## config.mk

```make
export PLATFORM = sky130hd
export DESIGN_NAME = io_port_bridge_flat
export DESIGN_NICKNAME = d
export VERILOG_FILES = /design/src/rtl/io_port_bridge_if.sv /design/src/rtl/io_port_bridge.sv /design/src/flat_wrapper.sv
export SDC_FILE = /design/constraint.sdc
export NUM_CORES = 1
export LEC_CHECK = 0
export ABC_CLOCK_PERIOD_IN_PS = 4000
export BUFFER_PORTS_ARGS = -buffer_cell sky130_fd_sc_hd__buf_2
export CORE_ASPECT_RATIO = 0.9
export CORE_MARGIN = 2
export CORE_UTILIZATION = 31
export CTS_CLUSTER_SIZE = 20
export DETAILED_ROUTE_END_ITERATION = 6
export PLACE_DENSITY = 0.58
export SYNTH_ARGS = -nofsm -noshare
export SYNTH_HDL_FRONTEND = slang
export SYNTH_SLANG_ARGS = --single-unit
```

## constraint.sdc

```tcl
create_clock -name clk -period 4 [get_ports clk]
set_clock_uncertainty 0.05 [all_clocks]
set_input_delay 0.4 -clock clk [delete_from_list [all_inputs] [get_ports clk]]
set_output_delay 0.4 -clock clk [all_outputs]
set_load 0.01 [all_outputs]
```

## src/rtl/io_port_bridge_if.sv

```systemverilog
// Processor/host handshake bundle for io_port_bridge.
// The slave modport is the bridge side, and the master modport is the processor/host side.
interface io_port_bridge_if #(
  parameter int unsigned DATA_W = 16
);
  logic [DATA_W-1:0] cpu_data_in;
  logic              cpu_in_avail;
  logic              cpu_rd;
  logic [DATA_W-1:0] cpu_data_out;
  logic              cpu_wr;
  logic              cpu_out_full;
  logic [DATA_W-1:0] host_tx_data;
  logic              host_tx_valid;
  logic              host_tx_ready;
  logic [DATA_W-1:0] host_rx_data;
  logic              host_rx_valid;
  logic              host_rx_ready;
  logic              ovf;
  logic              unf;
  logic              clr_err;

  modport slave (
    output cpu_data_in, cpu_in_avail, cpu_out_full,
    output host_tx_ready, host_rx_data, host_rx_valid,
    output ovf, unf,
    input  cpu_rd, cpu_data_out, cpu_wr,
    input  host_tx_data, host_tx_valid, host_rx_ready, clr_err
  );

  modport master (
    input  cpu_data_in, cpu_in_avail, cpu_out_full,
    input  host_tx_ready, host_rx_data, host_rx_valid,
    input  ovf, unf,
    output cpu_rd, cpu_data_out, cpu_wr,
    output host_tx_data, host_tx_valid, host_rx_ready, clr_err
  );
endinterface

```

## src/rtl/io_port_bridge.sv

```systemverilog
// Flow-controlled bridge between the SimpleProcessor data port and a host.
// It uses an inbound FIFO (host to cpu) and an outbound FIFO (cpu to host), and keeps sticky overflow and underflow flags.
module io_port_bridge #(
  parameter int unsigned DATA_W = 16,
  parameter int unsigned DEPTH  = 4
) (
  input logic            clk,
  input logic            rst,
  io_port_bridge_if.slave bus
);
  localparam int unsigned AW = (DEPTH > 1) ? $clog2(DEPTH) : 1;
  localparam int unsigned CW = AW + 1;
  localparam logic [CW-1:0] FULL_CNT = CW'(DEPTH);

  logic [DATA_W-1:0] mem_in  [DEPTH];
  logic [DATA_W-1:0] mem_out [DEPTH];

  logic [AW-1:0] in_rd_ptr, in_wr_ptr, out_rd_ptr, out_wr_ptr;
  logic [CW-1:0] in_count, out_count;
  logic          ovf_q, unf_q;

  logic in_empty, in_full, out_empty, out_full;
  logic in_push, in_pop, out_push, out_pop;

  // Flow control looks only at registered counts, so no input reaches an output combinationally.
  always_comb begin
    in_empty  = (in_count == '0);
    in_full   = (in_count == FULL_CNT);
    out_empty = (out_count == '0);
    out_full  = (out_count == FULL_CNT);
    in_push   = bus.host_tx_valid & ~in_full;
    in_pop    = bus.cpu_rd & ~in_empty;
    out_push  = bus.cpu_wr & ~out_full;
    out_pop   = bus.host_rx_ready & ~out_empty;
  end

  assign bus.cpu_data_in   = in_empty  ? '0 : mem_in[in_rd_ptr];
  assign bus.cpu_in_avail  = ~in_empty;
  assign bus.host_tx_ready = ~in_full;
  assign bus.host_rx_data  = out_empty ? '0 : mem_out[out_rd_ptr];
  assign bus.host_rx_valid = ~out_empty;
  assign bus.cpu_out_full  = out_full;
  assign bus.ovf           = ovf_q;
  assign bus.unf           = unf_q;

  // Storage is left unreset; the empty check masks stale contents.
  always_ff @(posedge clk) begin
    if (in_push)  mem_in[in_wr_ptr]   <= bus.host_tx_data;
    if (out_push) mem_out[out_wr_ptr] <= bus.cpu_data_out;
  end

  always_ff @(posedge clk or posedge rst) begin
    if (rst) begin
      in_rd_ptr <= '0;
      in_wr_ptr <= '0;
      in_count  <= '0;
    end else begin
      if (in_push) in_wr_ptr <= in_wr_ptr + AW'(1);
      if (in_pop)  in_rd_ptr <= in_rd_ptr + AW'(1);
      case ({in_push, in_pop})
        2'b10:   in_count <= in_count + CW'(1);
        2'b01:   in_count <= in_count - CW'(1);
        default: in_count <= in_count;
      endcase
    end
  end

  always_ff @(posedge clk or posedge rst) begin
    if (rst) begin
      out_rd_ptr <= '0;
      out_wr_ptr <= '0;
      out_count  <= '0;
    end else begin
      if (out_push) out_wr_ptr <= out_wr_ptr + AW'(1);
      if (out_pop)  out_rd_ptr <= out_rd_ptr + AW'(1);
      case ({out_push, out_pop})
        2'b10:   out_count <= out_count + CW'(1);
        2'b01:   out_count <= out_count - CW'(1);
        default: out_count <= out_count;
      endcase
    end
  end

  // A set event in the same cycle as clr_err wins over the clear.
  always_ff @(posedge clk or posedge rst) begin
    if (rst) begin
      ovf_q <= 1'b0;
      unf_q <= 1'b0;
    end else begin
      ovf_q <= (bus.cpu_wr & out_full) | (ovf_q & ~bus.clr_err);
      unf_q <= (bus.cpu_rd & in_empty) | (unf_q & ~bus.clr_err);
    end
  end
endmodule
```

## src/flat_wrapper.sv

```systemverilog
// flat-port wrapper written by rule: the top's interface ports become plain ports
module io_port_bridge_flat 
#(
  parameter int unsigned DATA_W = 16,
  parameter int unsigned DEPTH  = 4
)
  (clk, rst, bus_cpu_data_in, bus_cpu_in_avail, bus_cpu_out_full, bus_host_tx_ready, bus_host_rx_data, bus_host_rx_valid, bus_ovf, bus_unf, bus_cpu_rd, bus_cpu_data_out, bus_cpu_wr, bus_host_tx_data, bus_host_tx_valid, bus_host_rx_ready, bus_clr_err);
  io_port_bridge_if #(.DATA_W(DATA_W)) bus_i ();
  input logic clk;
  input logic rst;
  output wire logic [$bits(bus_i.cpu_data_in)-1:0] bus_cpu_data_in;
  output wire logic [$bits(bus_i.cpu_in_avail)-1:0] bus_cpu_in_avail;
  output wire logic [$bits(bus_i.cpu_out_full)-1:0] bus_cpu_out_full;
  output wire logic [$bits(bus_i.host_tx_ready)-1:0] bus_host_tx_ready;
  output wire logic [$bits(bus_i.host_rx_data)-1:0] bus_host_rx_data;
  output wire logic [$bits(bus_i.host_rx_valid)-1:0] bus_host_rx_valid;
  output wire logic [$bits(bus_i.ovf)-1:0] bus_ovf;
  output wire logic [$bits(bus_i.unf)-1:0] bus_unf;
  input wire logic [$bits(bus_i.cpu_rd)-1:0] bus_cpu_rd;
  input wire logic [$bits(bus_i.cpu_data_out)-1:0] bus_cpu_data_out;
  input wire logic [$bits(bus_i.cpu_wr)-1:0] bus_cpu_wr;
  input wire logic [$bits(bus_i.host_tx_data)-1:0] bus_host_tx_data;
  input wire logic [$bits(bus_i.host_tx_valid)-1:0] bus_host_tx_valid;
  input wire logic [$bits(bus_i.host_rx_ready)-1:0] bus_host_rx_ready;
  input wire logic [$bits(bus_i.clr_err)-1:0] bus_clr_err;
  assign bus_cpu_data_in = bus_i.cpu_data_in;
  assign bus_cpu_in_avail = bus_i.cpu_in_avail;
  assign bus_cpu_out_full = bus_i.cpu_out_full;
  assign bus_host_tx_ready = bus_i.host_tx_ready;
  assign bus_host_rx_data = bus_i.host_rx_data;
  assign bus_host_rx_valid = bus_i.host_rx_valid;
  assign bus_ovf = bus_i.ovf;
  assign bus_unf = bus_i.unf;
  assign bus_i.cpu_rd = bus_cpu_rd;
  assign bus_i.cpu_data_out = bus_cpu_data_out;
  assign bus_i.cpu_wr = bus_cpu_wr;
  assign bus_i.host_tx_data = bus_host_tx_data;
  assign bus_i.host_tx_valid = bus_host_tx_valid;
  assign bus_i.host_rx_ready = bus_host_rx_ready;
  assign bus_i.clr_err = bus_clr_err;
  io_port_bridge #(.DATA_W(DATA_W), .DEPTH(DEPTH)) u_core (.clk(clk), .rst(rst), .bus(bus_i));
endmodule
```

==> qor.yml <==
yosys:
  avgSynthCellArea_um2: 20.19
  synth_area_leaders: "edfxtp_1 66%, mux4_2 12%, dfrtp_1 6.9%"
  synth_area_leader_cell: "edfxtp_1"
  postSynthCellCount: 287
  seq_area_frac_synth_pct: 73.23
  ys.warnings.count: 0
  yosys.cell_types.count: 28
  syn_nets: 338
  ys_ff_latch: 144
  syn_area_um2: 5796
  synth_top_area_share_pct: 66.32
drt:
  drt_iter0_markers: 119
  vias: 2759
  ant_nets: 0
  wire_per_inst_um: 16.88
  vias_per_cell: 4.379
  dr.pass1.iters: 6
  remaining_drc_errors: 0
  wl_um: 10630
clock_tree:
  cts-resized-gates: 0
  clock_latency_ns: 0.41
  cts_inserted_buffers: 17
  clk_pin_slew_ns: 0.06
  cts_tree: "built"
  postCtsSetupRepairBufs: 0
  cts-root-buf: "clkbuf_16"
  hold_buffers: 0
  clockBufferDepth: 2
  htree_levels: 4
  cts.sinks: 144
die:
  die_h_um: 133.7
  row_count: 47
  ios: 77
  initial_core_util_pct: 31.59
  die_x_um: 148.1
  coreArea_um2: 18350
  dieArea_um2: 19810
critical_path:
  worst_setup_path_start_kind: "flop"
  worstSetupPathType: "flop to primary output"
  ff2ff_path_depth: 8
  rr_endpoint: "u_core.out_count[2]"
  r2r_start: "u_core.out_count[0]"
  critPathLaunch: "u_core.in_rd_ptr[0]"
  rrSetupSlack_ns: 1.61
  end_kind: "primary output"
  cp.required_ns: 3.55
  arrival_ns: 2.32
  crit_fanout: 10
layout:
  drive_above_1_share_pct: 37.92
  final_util_pct: 37.85
  fin_nets: 423
  multi_input_area_um2: 1391
  n_fill_cell: 1729
  syn_to_final_growth_pct: 19.84
  n_antenna_cell: 0
  seq_area_um2: 4244
run_status:
  status: "finished, final reports clean"
sta:
  min_period_ns: 2.769
  final-max-slew-violation-count: 0
  worstMarginPinSlew_ns: 0.9322
  setup_tns_ns: 0
  min_period_over_period_pct: 69.23
  whs_ns: 0.05072
  final_hold_viol_count: 0
  setup_viol: 0
  max_freq_mhz: 361.1
  relSlewSlack_pct: 37.85
  rsz0062_at_grt: "false"
placed_design:
  dp_hpwl_um: 6842
  gp_congestion: 0.7119
  io_buffer_count: 76
run:
  max_cap_viol_count: 0
power_and_ir_drop:
  power_density_nw_per_um2: 766.0
  ir_worst_vdd_v: 0.0003478
  leakagePower_nw: 2.517
grt:
  antenna_found_initial: 0
  grt_max_degree: 21
  grt_usage_pct: 11.55
  grt_pass1_vias: 3044
  grt.overflow.total: 0
  grt_pass1_wl_um: 16880
min_path:
  hold_path.class: "input pin to async pin"
[cells by family after synthesis]
logic type	share of synthesized area, %
compound gates	0.1943
xor+xnor	1.813
fa+ha+maj	2.850
buf+inv	2.763
flops	73.23
mux	13.36
simple gates	5.786
[synthesized netlist by cell type, drive strengths merged]
master,instances
edfxtp,128
and2,39
mux4,32
dfrtp,16
inv,16
buf,10
ha,10
xnor2,6
xor2,6
and3,4
clkbuf,2
fa,2
mux2,2
mux2i,2
nand3,2
nor2,2
or3,2
nand2,1
nor2b,1
nor3b,1
o21ai,1
o22ai,1
or3b,1
[stage by stage]
stage / instances / area (um^2) / setup slack, ns / power (mW)
after floorplan: 287 / 5796 / 1.793 / 3.406
after global placement: 598 / 6397 / 1.635 / 3.931
after detailed placement: 598 / 6397 / 1.614 / 3.962
after CTS: 630 / 6945 / 1.165 / 5.419
after global routing: 630 / 6945 / 1.057 / 5.647
final: 630 / 6945 / 1.231 / 5.320
[worst max-delay path by stage]
stage                                      to  depth (start not counted)  slack (ns)
after floorplan           u_core.out_count[2]                          9        1.79
after global placement    bus_cpu_data_in[15]                          4        1.63
after detailed placement   u_core.in_count[2]                          8        1.61
after CTS                 bus_cpu_data_in[15]                          4        1.16
after global routing      bus_cpu_data_in[15]                          4        1.06
final                     bus_cpu_data_in[15]                          4        1.23
[worst max-delay path: stages, from the launching register on]
cell and delay, ns:
dfrtp_1 0.69, buf_4 0.34, mux4_1 0.57, and2_1 0.17, buf_2 0.14
[layout make-up]
type / instances / share of cell area [%]
well taps: 245 / 4.414
flip-flops and latches: 144 / 61.11
multi-input cells: 115 / 20.03
clock buffers: 19 / 6.233
repair buffers: 78 / 5.693
clock inverters: 13 / 1.657
inverters: 16 / 0.8647
[layer usage]
layer	vias to the layer above	GRT usage (%)	wire length (um)
met5	-	0	0
met2	84	18.65	5206
li1	1272	-	-
met4	0	4.127	105
met3	13	4.760	788
met1	1390	14.01	4533
[sequential cells by signal, summed over array words and instances, names as in the netlist]
register,cells
u_core.bus.ovf,1
u_core.bus.unf,1
u_core.in_count,3
u_core.in_rd_ptr,2
u_core.in_wr_ptr,2
u_core.mem_in,64
u_core.mem_out,64
u_core.out_count,3
u_core.out_rd_ptr,2
u_core.out_wr_ptr,2
[power by group]
part	internal, mW	switching (mW)	total, mW
Combinational	0.828	0.809	1.64
Sequential	2.02	0.223	2.24
Clock	0.854	0.590	1.44
[cell usage in the layout (no fill, tap or decap), drive strengths merged, types with 6 or more instances in the layout]
cell / instances
edfxtp: 128
buf: 78
and2: 39
mux4: 32
clkbuf: 19
inv: 18
dfrtp: 16
ha: 10
xor2: 6
xnor2: 6
clkinv: 6
No activity file was read; power rests on OpenSTA's default activity.
